<file path="config.mk">
export PLATFORM = sky130hd
export DESIGN_NAME = rob_retire_ctrl_flat
export DESIGN_NICKNAME = d
export VERILOG_FILES = /design/src/rtl/rob_retire_ctrl_if.sv /design/src/rtl/rob_retire_ctrl.sv /design/src/flat_wrapper.sv
export SDC_FILE = /design/constraint.sdc
export NUM_CORES = 1
export LEC_CHECK = 0
export ABC_AREA = 1
export CORE_MARGIN = 8
export CORE_UTILIZATION = 35
export CTS_CLUSTER_SIZE = 40
export DETAILED_ROUTE_END_ITERATION = 10
export SETUP_SLACK_MARGIN = 0.1
export SLEW_MARGIN = 30
export SYNTH_ARGS = -nofsm -noshare
export SYNTH_HDL_FRONTEND = slang
export SYNTH_SLANG_ARGS = --single-unit
</file>
<file path="constraint.sdc">
create_clock -name clock -period 7.85 [get_ports clock]
set_clock_uncertainty 0.1 [all_clocks]
set_input_delay 1.57 -clock clock [delete_from_list [all_inputs] [get_ports clock]]
set_output_delay 1.57 -clock clock [all_outputs]
set_load 0.02 [all_outputs]
</file>
<file path="src/rtl/rob_retire_ctrl_if.sv">
// Reorder-buffer retrieve bus: head window presented by the buffer and the
// pop request returned by the commit sequencer.
interface rob_retire_ctrl_if #(
  parameter int unsigned EXT_COUNT    = 4,
  parameter int unsigned EXTCOUNTLOG2 = $clog2(EXT_COUNT)
);
  logic [EXT_COUNT-1:0]         slot_valid;
  logic [EXT_COUNT-1:0]         slot_kill;
  logic [EXT_COUNT-1:0][4:0]    slot_dest_reg;
  logic [EXT_COUNT-1:0]         slot_dest_valid;
  logic [EXT_COUNT-1:0][31:0]   slot_result;
  logic [EXT_COUNT-1:0]         slot_is_store;
  logic                         empty;
  logic                         consume;
  logic [EXTCOUNTLOG2-1:0]      consume_count;

  // Buffer side: presents the head window, receives the pop.
  modport master (
    output slot_valid, slot_kill, slot_dest_reg, slot_dest_valid,
           slot_result, slot_is_store, empty,
    input  consume, consume_count
  );

  // Commit sequencer side.
  modport slave (
    input  slot_valid, slot_kill, slot_dest_reg, slot_dest_valid,
           slot_result, slot_is_store, empty,
    output consume, consume_count
  );
endinterface

</file>
<file path="src/rtl/rob_retire_ctrl.sv">
// Commit sequencer: retires the longest in-order retirable prefix of the
// reorder-buffer head window, issues registered register-file writes,
// commits stores one at a time via req/ack, and supports drain-and-halt.
module rob_retire_ctrl #(
  parameter int unsigned EXT_COUNT    = 4,
  parameter int unsigned RF_PORTS     = 2,
  parameter int unsigned EXTCOUNTLOG2 = $clog2(EXT_COUNT)
) (
  input  logic                        clock,
  input  logic                        reset,
  rob_retire_ctrl_if.slave            rob,
  output logic [RF_PORTS-1:0]         rf_we,
  output logic [RF_PORTS-1:0][4:0]    rf_waddr,
  output logic [RF_PORTS-1:0][31:0]   rf_wdata,
  output logic                        st_commit_req,
  input  logic                        st_commit_ack,
  input  logic                        halt_req,
  output logic                        halted,
  output logic [31:0]                 retired_count
);

  typedef enum logic [1:0] {RUN, ST_WAIT, HALT} state_t;

  state_t state;

  int unsigned                 grp_n;
  int unsigned                 grp_writes;
  int unsigned                 grp_live;
  logic                        grp_stop;
  logic [RF_PORTS-1:0]         grp_we;
  logic [RF_PORTS-1:0][4:0]    grp_waddr;
  logic [RF_PORTS-1:0][31:0]   grp_wdata;

  logic run_retire;
  logic run_store;
  logic run_halt;
  logic wait_ack;

  // Scan the head window for the retirable prefix and map its
  // register writers onto write ports in age order.
  always_comb begin
    grp_n      = 0;
    grp_writes = 0;
    grp_live   = 0;
    grp_stop   = 1'b0;
    grp_we     = '0;
    grp_waddr  = '0;
    grp_wdata  = '0;
    for (int unsigned i = 0; i < EXT_COUNT; i++) begin
      if (!grp_stop) begin
        if (!rob.slot_valid[i] ||
            (!rob.slot_kill[i] && rob.slot_is_store[i]) ||
            (!rob.slot_kill[i] && rob.slot_dest_valid[i] && grp_writes == RF_PORTS)) begin
          grp_stop = 1'b1;
        end else begin
          grp_n = grp_n + 1;
          if (!rob.slot_kill[i]) begin
            grp_live = grp_live + 1;
            if (rob.slot_dest_valid[i]) begin
              for (int unsigned k = 0; k < RF_PORTS; k++) begin
                if (k == grp_writes) begin
                  grp_we[k]    = 1'b1;
                  grp_waddr[k] = rob.slot_dest_reg[i];
                  grp_wdata[k] = rob.slot_result[i];
                end
              end
              grp_writes = grp_writes + 1;
            end
          end
        end
      end
    end
  end

  // Per-state decisions; halt_req in RUN pre-empts both retirement and store start.
  always_comb begin
    run_halt   = (state == RUN) && halt_req;
    run_retire = (state == RUN) && !halt_req && !rob.empty && (grp_n != 0);
    run_store  = (state == RUN) && !halt_req && !rob.empty && (grp_n == 0) &&
                 rob.slot_valid[0] && !rob.slot_kill[0] && rob.slot_is_store[0];
    wait_ack   = (state == ST_WAIT) && st_commit_ack;
  end

  // Buffer pop: a whole group in RUN, or the single store on its ack.
  always_comb begin
    rob.consume       = 1'b0;
    rob.consume_count = '0;
    if (!reset) begin
      if (run_retire) begin
        rob.consume       = 1'b1;
        rob.consume_count = EXTCOUNTLOG2'(grp_n - 1);
      end else if (wait_ack) begin
        rob.consume       = 1'b1;
        rob.consume_count = '0;
      end
    end
  end

  // State machine with registered write ports, store request, halt flag and counter.
  always_ff @(posedge clock or posedge reset) begin
    if (reset) begin
      state         <= RUN;
      rf_we         <= '0;
      rf_waddr      <= '0;
      rf_wdata      <= '0;
      st_commit_req <= 1'b0;
      halted        <= 1'b0;
      retired_count <= '0;
    end else begin
      rf_we <= '0;
      case (state)
        RUN: begin
          if (run_halt) begin
            state  <= HALT;
            halted <= 1'b1;
          end else if (run_retire) begin
            rf_we         <= grp_we;
            retired_count <= retired_count + 32'(grp_live);
            for (int unsigned k = 0; k < RF_PORTS; k++) begin
              if (grp_we[k]) begin
                rf_waddr[k] <= grp_waddr[k];
                rf_wdata[k] <= grp_wdata[k];
              end
            end
          end else if (run_store) begin
            state         <= ST_WAIT;
            st_commit_req <= 1'b1;
          end
        end
        ST_WAIT: begin
          if (st_commit_ack) begin
            st_commit_req <= 1'b0;
            retired_count <= retired_count + 32'd1;
            state         <= halt_req ? HALT : RUN;
            halted        <= halt_req;
          end
        end
        HALT: begin
          if (!halt_req) begin
            state  <= RUN;
            halted <= 1'b0;
          end
        end
        default: begin
          state  <= RUN;
          halted <= 1'b0;
        end
      endcase
    end
  end

endmodule

</file>
<file path="src/flat_wrapper.sv">
// flat-port wrapper written by rule: the top's interface ports become plain ports
module rob_retire_ctrl_flat 
#(
  parameter int unsigned EXT_COUNT    = 4,
  parameter int unsigned RF_PORTS     = 2,
  parameter int unsigned EXTCOUNTLOG2 = $clog2(EXT_COUNT)
)
  (clock, reset, rf_we, rf_waddr, rf_wdata, st_commit_req, st_commit_ack, halt_req, halted, retired_count, rob_slot_valid, rob_slot_kill, rob_slot_dest_reg, rob_slot_dest_valid, rob_slot_result, rob_slot_is_store, rob_empty, rob_consume, rob_consume_count);
  rob_retire_ctrl_if #(.EXT_COUNT(EXT_COUNT), .EXTCOUNTLOG2(EXTCOUNTLOG2)) rob_i ();
  input  logic clock;
  input  logic reset;
  output logic [RF_PORTS-1:0] rf_we;
  output logic [RF_PORTS-1:0][4:0] rf_waddr;
  output logic [RF_PORTS-1:0][31:0] rf_wdata;
  output logic st_commit_req;
  input  logic st_commit_ack;
  input  logic halt_req;
  output logic halted;
  output logic [31:0] retired_count;
  input wire logic [$bits(rob_i.slot_valid)-1:0] rob_slot_valid;
  input wire logic [$bits(rob_i.slot_kill)-1:0] rob_slot_kill;
  input wire logic [$bits(rob_i.slot_dest_reg)-1:0] rob_slot_dest_reg;
  input wire logic [$bits(rob_i.slot_dest_valid)-1:0] rob_slot_dest_valid;
  input wire logic [$bits(rob_i.slot_result)-1:0] rob_slot_result;
  input wire logic [$bits(rob_i.slot_is_store)-1:0] rob_slot_is_store;
  input wire logic [$bits(rob_i.empty)-1:0] rob_empty;
  output wire logic [$bits(rob_i.consume)-1:0] rob_consume;
  output wire logic [$bits(rob_i.consume_count)-1:0] rob_consume_count;
  assign rob_i.slot_valid = rob_slot_valid;
  assign rob_i.slot_kill = rob_slot_kill;
  assign rob_i.slot_dest_reg = rob_slot_dest_reg;
  assign rob_i.slot_dest_valid = rob_slot_dest_valid;
  assign rob_i.slot_result = rob_slot_result;
  assign rob_i.slot_is_store = rob_slot_is_store;
  assign rob_i.empty = rob_empty;
  assign rob_consume = rob_i.consume;
  assign rob_consume_count = rob_i.consume_count;
  rob_retire_ctrl #(.EXT_COUNT(EXT_COUNT), .RF_PORTS(RF_PORTS), .EXTCOUNTLOG2(EXTCOUNTLOG2)) u_core (.clock(clock), .reset(reset), .rob(rob_i), .rf_we(rf_we), .rf_waddr(rf_waddr), .rf_wdata(rf_wdata), .st_commit_req(st_commit_req), .st_commit_ack(st_commit_ack), .halt_req(halt_req), .halted(halted), .retired_count(retired_count));
endmodule
</file>
==> impl_metrics.json, run 1 <==
{
  "ir_worst_vdd_mv": 0.09017,
  "drt_wl_total_um": 34040,
  "root_buffer": "clkbuf_16",
  "num_rows": 55,
  "postCtsSetupBuffers": 0,
  "slew_headroom_pct": 37.35,
  "grt_pass1_vias": 8751,
  "drt_iter0_markers": 745,
  "synth_seq_area_share_pct": 35.39,
  "drcViolationCount": 0,
  "drive_above_1_share_pct": 4.932,
  "nNetsFinal": 1638,
  "cp-start-kind": "input port",
  "stdcell_count": 1751,
  "dr.pass1.iters": 6,
  "routedWlPerCell_um": 19.44,
  "clock_tree.buffer_depth": 2,
  "port_buffers": 281,
  "synth_area_leaders": "dfrtp_1 (35%), nand2_1 (20%), o21ai_0 (6.8%)",
  "cts.sinks": 112,
  "layout_common_cells": "nand2_1 (421), clkdlybuf4s50_1 (281), nor2_1 (114)",
  "rsz0062_at_grt": "false",
  "end_kind": "output port",
  "tns_ps": 0,
  "setup_viol": 0,
  "clock_latency_ps": 370,
  "numCtsBuffers": 9,
  "coreArea_um2": 22430,
  "synthCells": 1198,
  "min_period_ps": 7149,
  "hp-start": "u_core.rf_waddr[3]$_DFFE_PP0P_",
  "tightest_slew_ps": 934.7,
  "powerDensity_nw_per_um2": 133.3,
  "hold-path-endpoint": "u_core.rf_waddr[3]$_DFFE_PP0P_",
  "slew_violations": 0,
  "holdCritPathClass": "flip-flop to flip-flop",
  "avgSynthCellArea_um2": 6.611,
  "ios": 282,
  "hold_depth": 2,
  "rr_worst_depth": 15,
  "crit_type": "input port to output port",
  "grt_max_degree": 64,
  "rr_startpoint": "u_core.state[1]$_DFFE_PP0P_",
  "ant_nets": 0,
  "status": "complete, no violations",
  "fp.dieW_um": 166.4,
  "arrival_ps": 5480,
  "synth_top_cell_area_share_pct": 35.39,
  "drv_cap": 0,
  "gp_congestion": 0.8690,
  "path_clk_slew_ps": 80,
  "ys_warn_count": 0,
  "ys_ff_latch": 112,
  "area_growth_pct": 43.74,
  "chipHeight_um": 166.4,
  "power_leakage_nw": 5.324,
  "layout_commonest_cell": "nand2_1",
  "cts_tree": "yes",
  "finalCritPeriodShare_pct": 91.08,
  "antenna_found_initial": 9,
  "r2r-end": "u_core.retired_count[28]$_DFFE_PP0P_",
  "grt_usage_pct": 24.05,
  "dp_hpwl_um": 25500,
  "ctsResizeCount": 0,
  "ys_types": 40,
  "cts-hold-fix-buffers": 0,
  "max_freq_ghz": 0.1399,
  "num_vias": 9021,
  "grt_pass1_wl_um": 52360,
  "syn_nets": 1381,
  "crit_fanout": 10,
  "netlist_area_um2": 7920,
  "critPathRequiredTime_ps": 6180,
  "dpl.cell_count": 1729,
  "htreeDepth": 3,
  "grt_remaining_overflow": 0,
  "finalHoldViolCount": 0,
  "via_per_inst": 5.152,
  "ff2ff_setup_slack_ps": 4720,
  "die_area_um2": 27700,
  "start_util_pct": 35.30,
  "yosysTopAreaCell": "dfrtp_1"
}
[how the worst max path moves through the flow]
stage	slack, ps	cells after the start	endpoint	from
CTS	710	21	rob_consume_count[0]	rob_slot_valid[0]
global placement	800	21	rob_consume_count[0]	rob_slot_valid[0]
finish	700	22	rob_consume_count[0]	rob_slot_valid[0]
global route	420	22	rob_consume_count[0]	rob_slot_valid[0]
floorplan	1570	3	rob_consume_count[0]	reset
detailed placement	700	21	rob_consume_count[0]	rob_slot_valid[0]
[Yosys cell counts]
library cell / instances
a21oi_1: 21
a21oi_2: 1
a21oi_4: 3
a22o_1: 1
a22oi_1: 1
a31oi_1: 10
a32oi_1: 1
buf_1: 3
buf_2: 15
buf_4: 5
clkbuf_1: 26
clkinv_1: 1
dfrtp_1: 112
fa_1: 1
ha_1: 13
inv_1: 92
inv_2: 6
inv_4: 1
nand2_1: 421
nand2_2: 10
nand2_4: 3
nand3_1: 96
nand3_4: 2
nand3b_1: 14
nand4_1: 20
nand4_4: 1
nor2_1: 115
nor2_2: 4
nor2_4: 3
nor2b_1: 2
nor3_1: 9
nor3_2: 2
o211ai_1: 6
o21ai_0: 107
o21ai_1: 22
o22ai_1: 10
o31ai_1: 2
or2_2: 4
xnor2_1: 10
xor2_1: 22
[registers in the layout (all words and copies together), names as in the netlist]
signal / count
u_core.rf_wdata: 64
u_core.state: 2
u_core.halted: 1
u_core.retired_count: 32
u_core.rf_we: 2
u_core.rf_waddr: 10
u_core.st_commit_req: 1
[worst max-delay path, stage by stage]
cell and delay, ps:
clkdlybuf4s50_1 590, nand4_4 230, ha_1 340, or2_2 90, nand2_1 60, nand2_1 100, nand2_1 130, ha_1 230
inv_1 90, nor2_1 60, nor2_2 220, nand2_2 200, nor2_2 130, inv_1 50, nand2_1 80, nand2_2 160
nand2_1 100, nand2_1 110, inv_1 110, nand2_1 60, a31oi_1 120, clkdlybuf4s50_1 660
[power breakdown]
part | switching, mW | total (mW) | internal, mW | leakage (nW)
Sequential | 0.0189 | 0.621 | 0.602 | 1.51
Clock | 0.242 | 0.558 | 0.317 | 0.168
Combinational | 0.178 | 0.338 | 0.160 | 3.65
[metrics by stage]
step / util [%] / setup WS, ps / hold slack [ps] / total power, mW / area, µm²
6_report: 50.75 / 700.6 / 378.9 / 1.518 / 11380
5_1_grt: 50.75 / 419.5 / 405.9 / 1.577 / 11380
2_1_floorplan: - / 1574 / 422.1 / 0.7760 / 7920
3_3_place_gp: 48.89 / 795.5 / 362.1 / 0.9681 / 10970
3_5_place_dp: 49.10 / 698.6 / 363.8 / 0.9721 / 11020
4_1_cts: 50.67 / 709.1 / 385.6 / 1.532 / 11370
[area by class of cell]
| cell class | count | area [µm²] |
|---|---|---|
| Multi-Input combinational cell | 937 | 4531 |
| Clock buffer | 9 | 225.2 |
| Clock inverter | 7 | 126.4 |
| Inverter | 100 | 382.9 |
| Antenna cell | 6 | 15.01 |
| Fill cell | 2296 | 11050 |
| Timing Repair Buffer | 295 | 2945 |
| Sequential cell | 112 | 2803 |
| Tap cell | 285 | 356.6 |
[logic make-up after synthesis]
kind of cell / after synthesis / synth area share (%)
AND/OR/NAND/NOR: 706 / 38.34
AO/OA/AOI/OAI: 185 / 12.86
buffers and inverters: 149 / 7.567
flip-flops: 112 / 35.39
XOR/XNOR: 32 / 3.539
adder cells (fa/ha/maj): 14 / 2.307
[layer usage]
metal / part of all wire [%] / up-vias / track usage [%]
li1: - / 4389 / -
met1: 44 / 4209 / 31.60
met2: 47 / 366 / 38.81
met3: 7.0 / 51 / 4.468
met4: 2.5 / 6 / 8.970
met5: 0.13 / - / 0
Power figures use the tool's default switching activity.
==> run 2, diff against run 1 <==
--- a/config.mk
+++ b/config.mk
@@ -7,9 +7,10 @@
 export LEC_CHECK = 0
 export ABC_AREA = 1
 export CORE_MARGIN = 8
-export CORE_UTILIZATION = 35
+export CORE_UTILIZATION = 44
 export CTS_CLUSTER_SIZE = 40
 export DETAILED_ROUTE_END_ITERATION = 10
+export PLACE_DENSITY = 0.79
 export SETUP_SLACK_MARGIN = 0.1
 export SLEW_MARGIN = 30
 export SYNTH_ARGS = -nofsm -noshare
==> run 2 against run 1 <==
  * First-iteration DRC count increased by 23%
  * Sequential share of layout area grew 0.26 points
  * Via count up 3.4%
  * Global-route usage rose by 5.3 points
  * Die area is 19% lower
  * Combinational power is essentially flat
  * Setup slack worse by 15 ps
  * Maximum frequency shrank 0.21%
  * Core utilization is 12 points higher
  * Critical path depth stayed put
  * Worst hold slack better by 3.9 ps
  * Count of clock-buffer cells in the layout rose by 1
==> impl_metrics.json, run 2 (synthesis gave the netlist of run 1 again) <==
{
  "fill_cells": 1688,
  "grt_pass1_wl_um": 51540,
  "dp_hpwl_um": 24810,
  "critPathRequiredTime_ps": 6180,
  "root_buffer": "clkbuf_16",
  "layout_common_cells": "nand2_1 (421), clkdlybuf4s50_1 (281), nor2_1 (113)",
  "area_growth_pct": 42.24,
  "slew_violations": 0,
  "port_buffers": 281,
  "stdcell_count": 1695,
  "ios": 282,
  "arrival_ps": 5490,
  "max_freq_ghz": 0.1396,
  "cts_tree": "yes",
  "slew_headroom_pct": 25.96,
  "cp-start-kind": "input port",
  "routedWlPerCell_um": 19.57,
  "ant_nets": 0,
  "rsz0062_at_grt": "false",
  "clock_latency_ps": 360,
  "dpl.cell_count": 1673,
  "grt_max_degree": 78,
  "whs_ps": 382.8,
  "num_vias": 9328,
  "drv_cap": 0,
  "drcViolationCount": 0,
  "nNetsFinal": 1638,
  "grt_pass1_vias": 9288,
  "fp.dieW_um": 150.2,
  "reg_top3": "u_core.rf_wdata: 64 flops, u_core.retired_count: 32 flops, u_core.rf_waddr: 10 flops",
  "grt_remaining_overflow": 0,
  "numCtsBuffers": 9,
  "end_kind": "output port",
  "cts-hold-fix-buffers": 0,
  "coreArea_um2": 17840,
  "postCtsSetupBuffers": 0,
  "status": "complete, no violations",
  "drt_wl_total_um": 33160,
  "regMostFlops": "u_core.rf_wdata",
  "drt_iter0_markers": 914,
  "die_area_um2": 22550,
  "finalCritPeriodShare_pct": 91.26,
  "wl_met1_um": 13360,
  "layout_commonest_cell": "nand2_1",
  "highest_layer": "met4",
  "largest_reg_flops": 64,
  "met2_length_um": 15280,
  "setup_viol": 0,
  "crit_type": "input port to output port",
  "drive_above_1_share_pct": 4.932,
  "power_leakage_nw": 5.302,
  "wl_met3_um": 3185,
  "powerDensity_nw_per_um2": 130.8,
  "tightest_slew_ps": 1105,
  "tns_ps": 0,
  "ir_worst_vdd_mv": 0.1061,
  "crit_fanout": 10,
  "grt_usage_pct": 29.30,
  "htreeDepth": 3,
  "finalHoldViolCount": 0,
  "chipHeight_um": 150.2,
  "min_period_ps": 7164,
  "gp_congestion": 0.9093,
  "via_per_inst": 5.503,
  "antenna_found_initial": 5,
  "start_util_pct": 44.39,
  "clock_tree.buffer_depth": 2,
  "dr.pass1.iters": 6,
  "holdCritPathClass": "flip-flop to flip-flop",
  "cts.sinks": 112,
  "num_rows": 49,
  "ctsResizeCount": 0,
  "path_clk_slew_ps": 70
}
==> run 2: power breakdown <==
group / switching, mW / total, mW / internal (mW) / leakage, nW
logic: 0.179 / 0.338 / 0.160 / 3.64
clock network: 0.232 / 0.515 / 0.282 / 0.154
registers: 0.0184 / 0.621 / 0.602 / 1.51
total: 0.430 / 1.47 / 1.04 / 5.30
==> run 2: path summary, 6_finish.rpt <==
path	from	endpoint	slack, ps	cells after the start
max	rob_slot_valid[0]	rob_consume_count[0]	690	22
min	u_core.halted$_DFFE_PP0P_	u_core.halted$_DFFE_PP0P_	380	2
max reg2reg	u_core.state[1]$_DFFE_PP0P_	u_core.retired_count[28]$_DFFE_PP0P_	4680	15
min reg2reg	u_core.halted$_DFFE_PP0P_	u_core.halted$_DFFE_PP0P_	380	2
max in group asynchronous	reset	u_core.rf_wdata[19]$_DFFE_PP0P_	5050	3
min in group asynchronous	reset	u_core.retired_count[8]$_DFFE_PP0P_	1500	2
==> run 2: stage by stage <==
step,worst slack [ps],total power [mW],cell area [µm²],util [%]
after floorplan,1574,0.7760,7920,-
after global placement,812.3,0.9629,10910,61.13
after detailed placement,720.9,0.9682,10930,61.27
after CTS,717.2,1.478,11250,63.06
after global routing,321.9,1.533,11260,63.13
final,685.8,1.474,11270,63.15
==> run 2: routing by layer <==
layer	up-vias	track usage, %
met5	-	0
met4	0	13.39
met3	86	6.462
met2	492	46.80
met1	4347	37.29
li1	4403	-
==> run 2: layout make-up <==
cell class	instances	area [µm²]	share of cell area [%]
Antenna cell	6	15.01	0.1333
Clock buffer	10	229.0	2.032
Clock inverter	6	90.09	0.7996
Inverter	100	380.4	3.376
Multi-Input combinational cell	937	4533	40.24
Sequential cell	112	2803	24.88
Tap cell	229	286.5	2.543
Timing Repair Buffer	295	2929	26.00
==> run 2: critical path: stages <==
cell	delay [ps]
clkdlybuf4s50_1	590
nand4_4	230
ha_1	350
or2_2	100
nand2_1	60
nand2_1	100
nand2_1	120
ha_1	210
inv_1	100
nor2_1	70
nor2_2	240
nand2_2	220
nor2_2	140
inv_1	50
nand2_1	70
nand2_2	150
nand2_1	100
nand2_1	110
inv_1	90
nand2_1	50
a31oi_1	120
clkdlybuf4s50_1	660
==> run 3, diff against run 2 <==
--- a/config.mk
+++ b/config.mk
@@ -12,7 +12,7 @@
 export DETAILED_ROUTE_END_ITERATION = 10
 export PLACE_DENSITY = 0.79
 export SETUP_SLACK_MARGIN = 0.1
-export SLEW_MARGIN = 30
+export SLEW_MARGIN = 20
 export SYNTH_ARGS = -nofsm -noshare
 export SYNTH_HDL_FRONTEND = slang
 export SYNTH_SLANG_ARGS = --single-unit
==> run 3 against run 2 <==
  * Total power increased by 1.3%
  * Highest routed layer unchanged
  * Critical path depth unchanged
  * Cell count decreased by 0.12%
  * Worst hold slack about the same
  * Design area increased by 0.23%
  * Count of clock-buffer cells in the layout increased by 1
  * Largest cell class unchanged
  * Wire length decreased by 0.65%
==> impl_metrics.json, run 3 (synthesis gave the netlist of run 1 again) <==
{
  "status": "complete, no violations",
  "cpPeakStageDelay_ps": 660,
  "reg_top3": "u_core.rf_wdata: 64 flops, u_core.retired_count: 32 flops, u_core.rf_waddr: 10 flops",
  "area_growth_pct": 42.58,
  "max_freq_ghz": 0.1401,
  "pwr-share-clk_pct": 35.8,
  "finalHoldViolCount": 0,
  "ff2ff_setup_slack_ps": 4710,
  "drt_iter0_markers": 969,
  "power_leakage_nw": 5.316,
  "dr.pass1.iters": 6,
  "start_util_pct": 44.39,
  "crit_top_cell": "nand2_1",
  "htreeDepth": 3,
  "path_clk_slew_ps": 70,
  "cpLargestDelayFamily": "simple AND/OR/NAND/NOR gates",
  "whs_ps": 382.8,
  "coreArea_um2": 17840,
  "layout_commonest_cell": "nand2_1",
  "root_buffer": "clkbuf_16",
  "rsz0062_at_grt": "false",
  "finalCritPeriodShare_pct": 90.96,
  "layout_common_cells": "nand2_1 (421), clkdlybuf4s50_1 (281), nor2_1 (113)",
  "clock_tree.buffer_depth": 2,
  "arrival_ps": 5470,
  "clock_latency_ps": 360,
  "crit_chain": "clkdlybuf4s50_1 -> nand4_4 -> ha_1 -> or2_2 -> nand2_1 -> nand2_1 -> nand2_1 -> ha_1 -> inv_1 -> nor2_1 -> nor2_2 -> nand2_2 -> nor2_2 -> inv_1 -> nand2_1 -> nand2_2 -> nand2_1 -> nand2_1 -> inv_1 -> nand2_1 -> a31oi_1 -> clkdlybuf4s50_1",
  "cts.sinks": 112,
  "power_frac_seq_pct": 41.6,
  "rr_startpoint": "u_core.state[1]$_DFFE_PP0P_",
  "grt_max_degree": 78,
  "switching_share_pct": 28.86,
  "path_buf_inv": 5,
  "numCtsBuffers": 9,
  "ir_worst_vdd_mv": 0.09819,
  "pwr-share-comb_pct": 22.7,
  "gp_congestion": 0.9093,
  "num_vias": 9378,
  "grt_pass1_vias": 9225,
  "via_per_inst": 5.539,
  "ctsResizeCount": 0,
  "tns_ps": 0,
  "die_area_um2": 22550,
  "slew_headroom_pct": 23.47,
  "drt_wl_total_um": 32950,
  "ios": 282,
  "dp_hpwl_um": 24740,
  "fp.dieW_um": 150.2,
  "hold-path-endpoint": "u_core.halted$_DFFE_PP0P_",
  "hp-start": "u_core.halted$_DFFE_PP0P_",
  "powerDensity_nw_per_um2": 132.2,
  "rr_worst_depth": 15,
  "routedWlPerCell_um": 19.46,
  "regMostFlops": "u_core.rf_wdata",
  "grt_usage_pct": 29.09,
  "cts-hold-fix-buffers": 0,
  "crit_path_top_delay_cell": "clkdlybuf4s50_1",
  "min_period_ps": 7140,
  "critPathRequiredTime_ps": 6180,
  "drive_above_1_share_pct": 5.000,
  "end_kind": "output port",
  "num_rows": 49,
  "grt_remaining_overflow": 0,
  "fill_cells": 1651,
  "cp-start-kind": "input port",
  "port_buffers": 281,
  "antenna_found_initial": 4,
  "cts_tree": "yes",
  "slew_violations": 0,
  "ant_nets": 0,
  "drcViolationCount": 0,
  "hold_depth": 2,
  "setup_viol": 0,
  "tightest_slew_ps": 1142,
  "crit_fanout": 10,
  "chipHeight_um": 150.2,
  "multi_input_area_um2": 4533,
  "largest_reg_flops": 64,
  "nNetsFinal": 1638,
  "postCtsSetupBuffers": 0,
  "p_sw_uw": 431.0,
  "r2r-end": "u_core.retired_count[28]$_DFFE_PP0P_",
  "crit_type": "input port to output port",
  "regArea_um2": 2803,
  "intPower_mw": 1.062,
  "drv_cap": 0,
  "holdCritPathClass": "flip-flop to flip-flop",
  "grt_pass1_wl_um": 51080
}
-- run 3: metal layers --
layer,wire length [µm],share of wire [%],vias up,track usage (%)
met2,15070,46,530,46.73
li1,-,-,4403,-
met4,1438,4.4,0,14.14
met5,0,0,-,0
met1,13120,40,4350,37.42
met3,3324,10,95,4.929
-- run 3: power groups by stage --
stage,clock (mW),combinational (mW),sequential [mW]
finish,0.534,0.338,0.621
floorplan,0,0.116,0.660
global placement,0,0.332,0.631
detailed placement,0,0.336,0.632
CTS,0.536,0.338,0.621
global route,0.558,0.367,0.625
-- run 3: metrics by stage --
stage	util, %	instances	instance area [µm²]	power (mW)	worst slack [ps]
after floorplan	-	1198	7920	0.7760	1574
after global placement	61.13	1672	10910	0.9629	812.3
after detailed placement	61.13	1672	10910	0.9677	738.6
after CTS	63.02	1688	11240	1.494	741.5
after global routing	63.29	1693	11290	1.551	348.3
final	63.29	1693	11290	1.493	709.8
-- run 3: worst max path at each step --
stage | slack, ps | cells past startpoint | startpoint | endpoint
finish | 710 | 22 | rob_slot_valid[0] | rob_consume_count[0]
detailed placement | 740 | 33 | rob_slot_valid[0] | u_core.retired_count[28]$_DFFE_PP0P_
global placement | 810 | 21 | rob_slot_valid[0] | rob_consume_count[0]
global route | 350 | 22 | rob_slot_valid[0] | rob_consume_count[0]
floorplan | 1570 | 3 | reset | rob_consume_count[0]
CTS | 740 | 22 | rob_slot_valid[0] | rob_consume_count[0]
-- run 3: worst reg2reg max path: cells and delay by family (launching register included) --
family | cells | cell delay (ps)
xor gates and xnor gates | 1 | 170
and+or+nand+nor | 10 | 1660
DFF | 1 | 400
adders and majority gates | 2 | 590
buffers and inverters | 2 | 150
-- run 3: final cells by class --
| class | instances | area share (%) |
|---|---|---|
| tap | 229 | 2.537 |
| inverter | 100 | 3.368 |
| clock buffer | 11 | 2.238 |
| multi-input combinational | 937 | 40.14 |
| clock inverter | 5 | 0.7535 |
| sequential | 112 | 24.82 |
| timing repair buffer | 295 | 26.05 |
| antenna | 4 | 0.08864 |
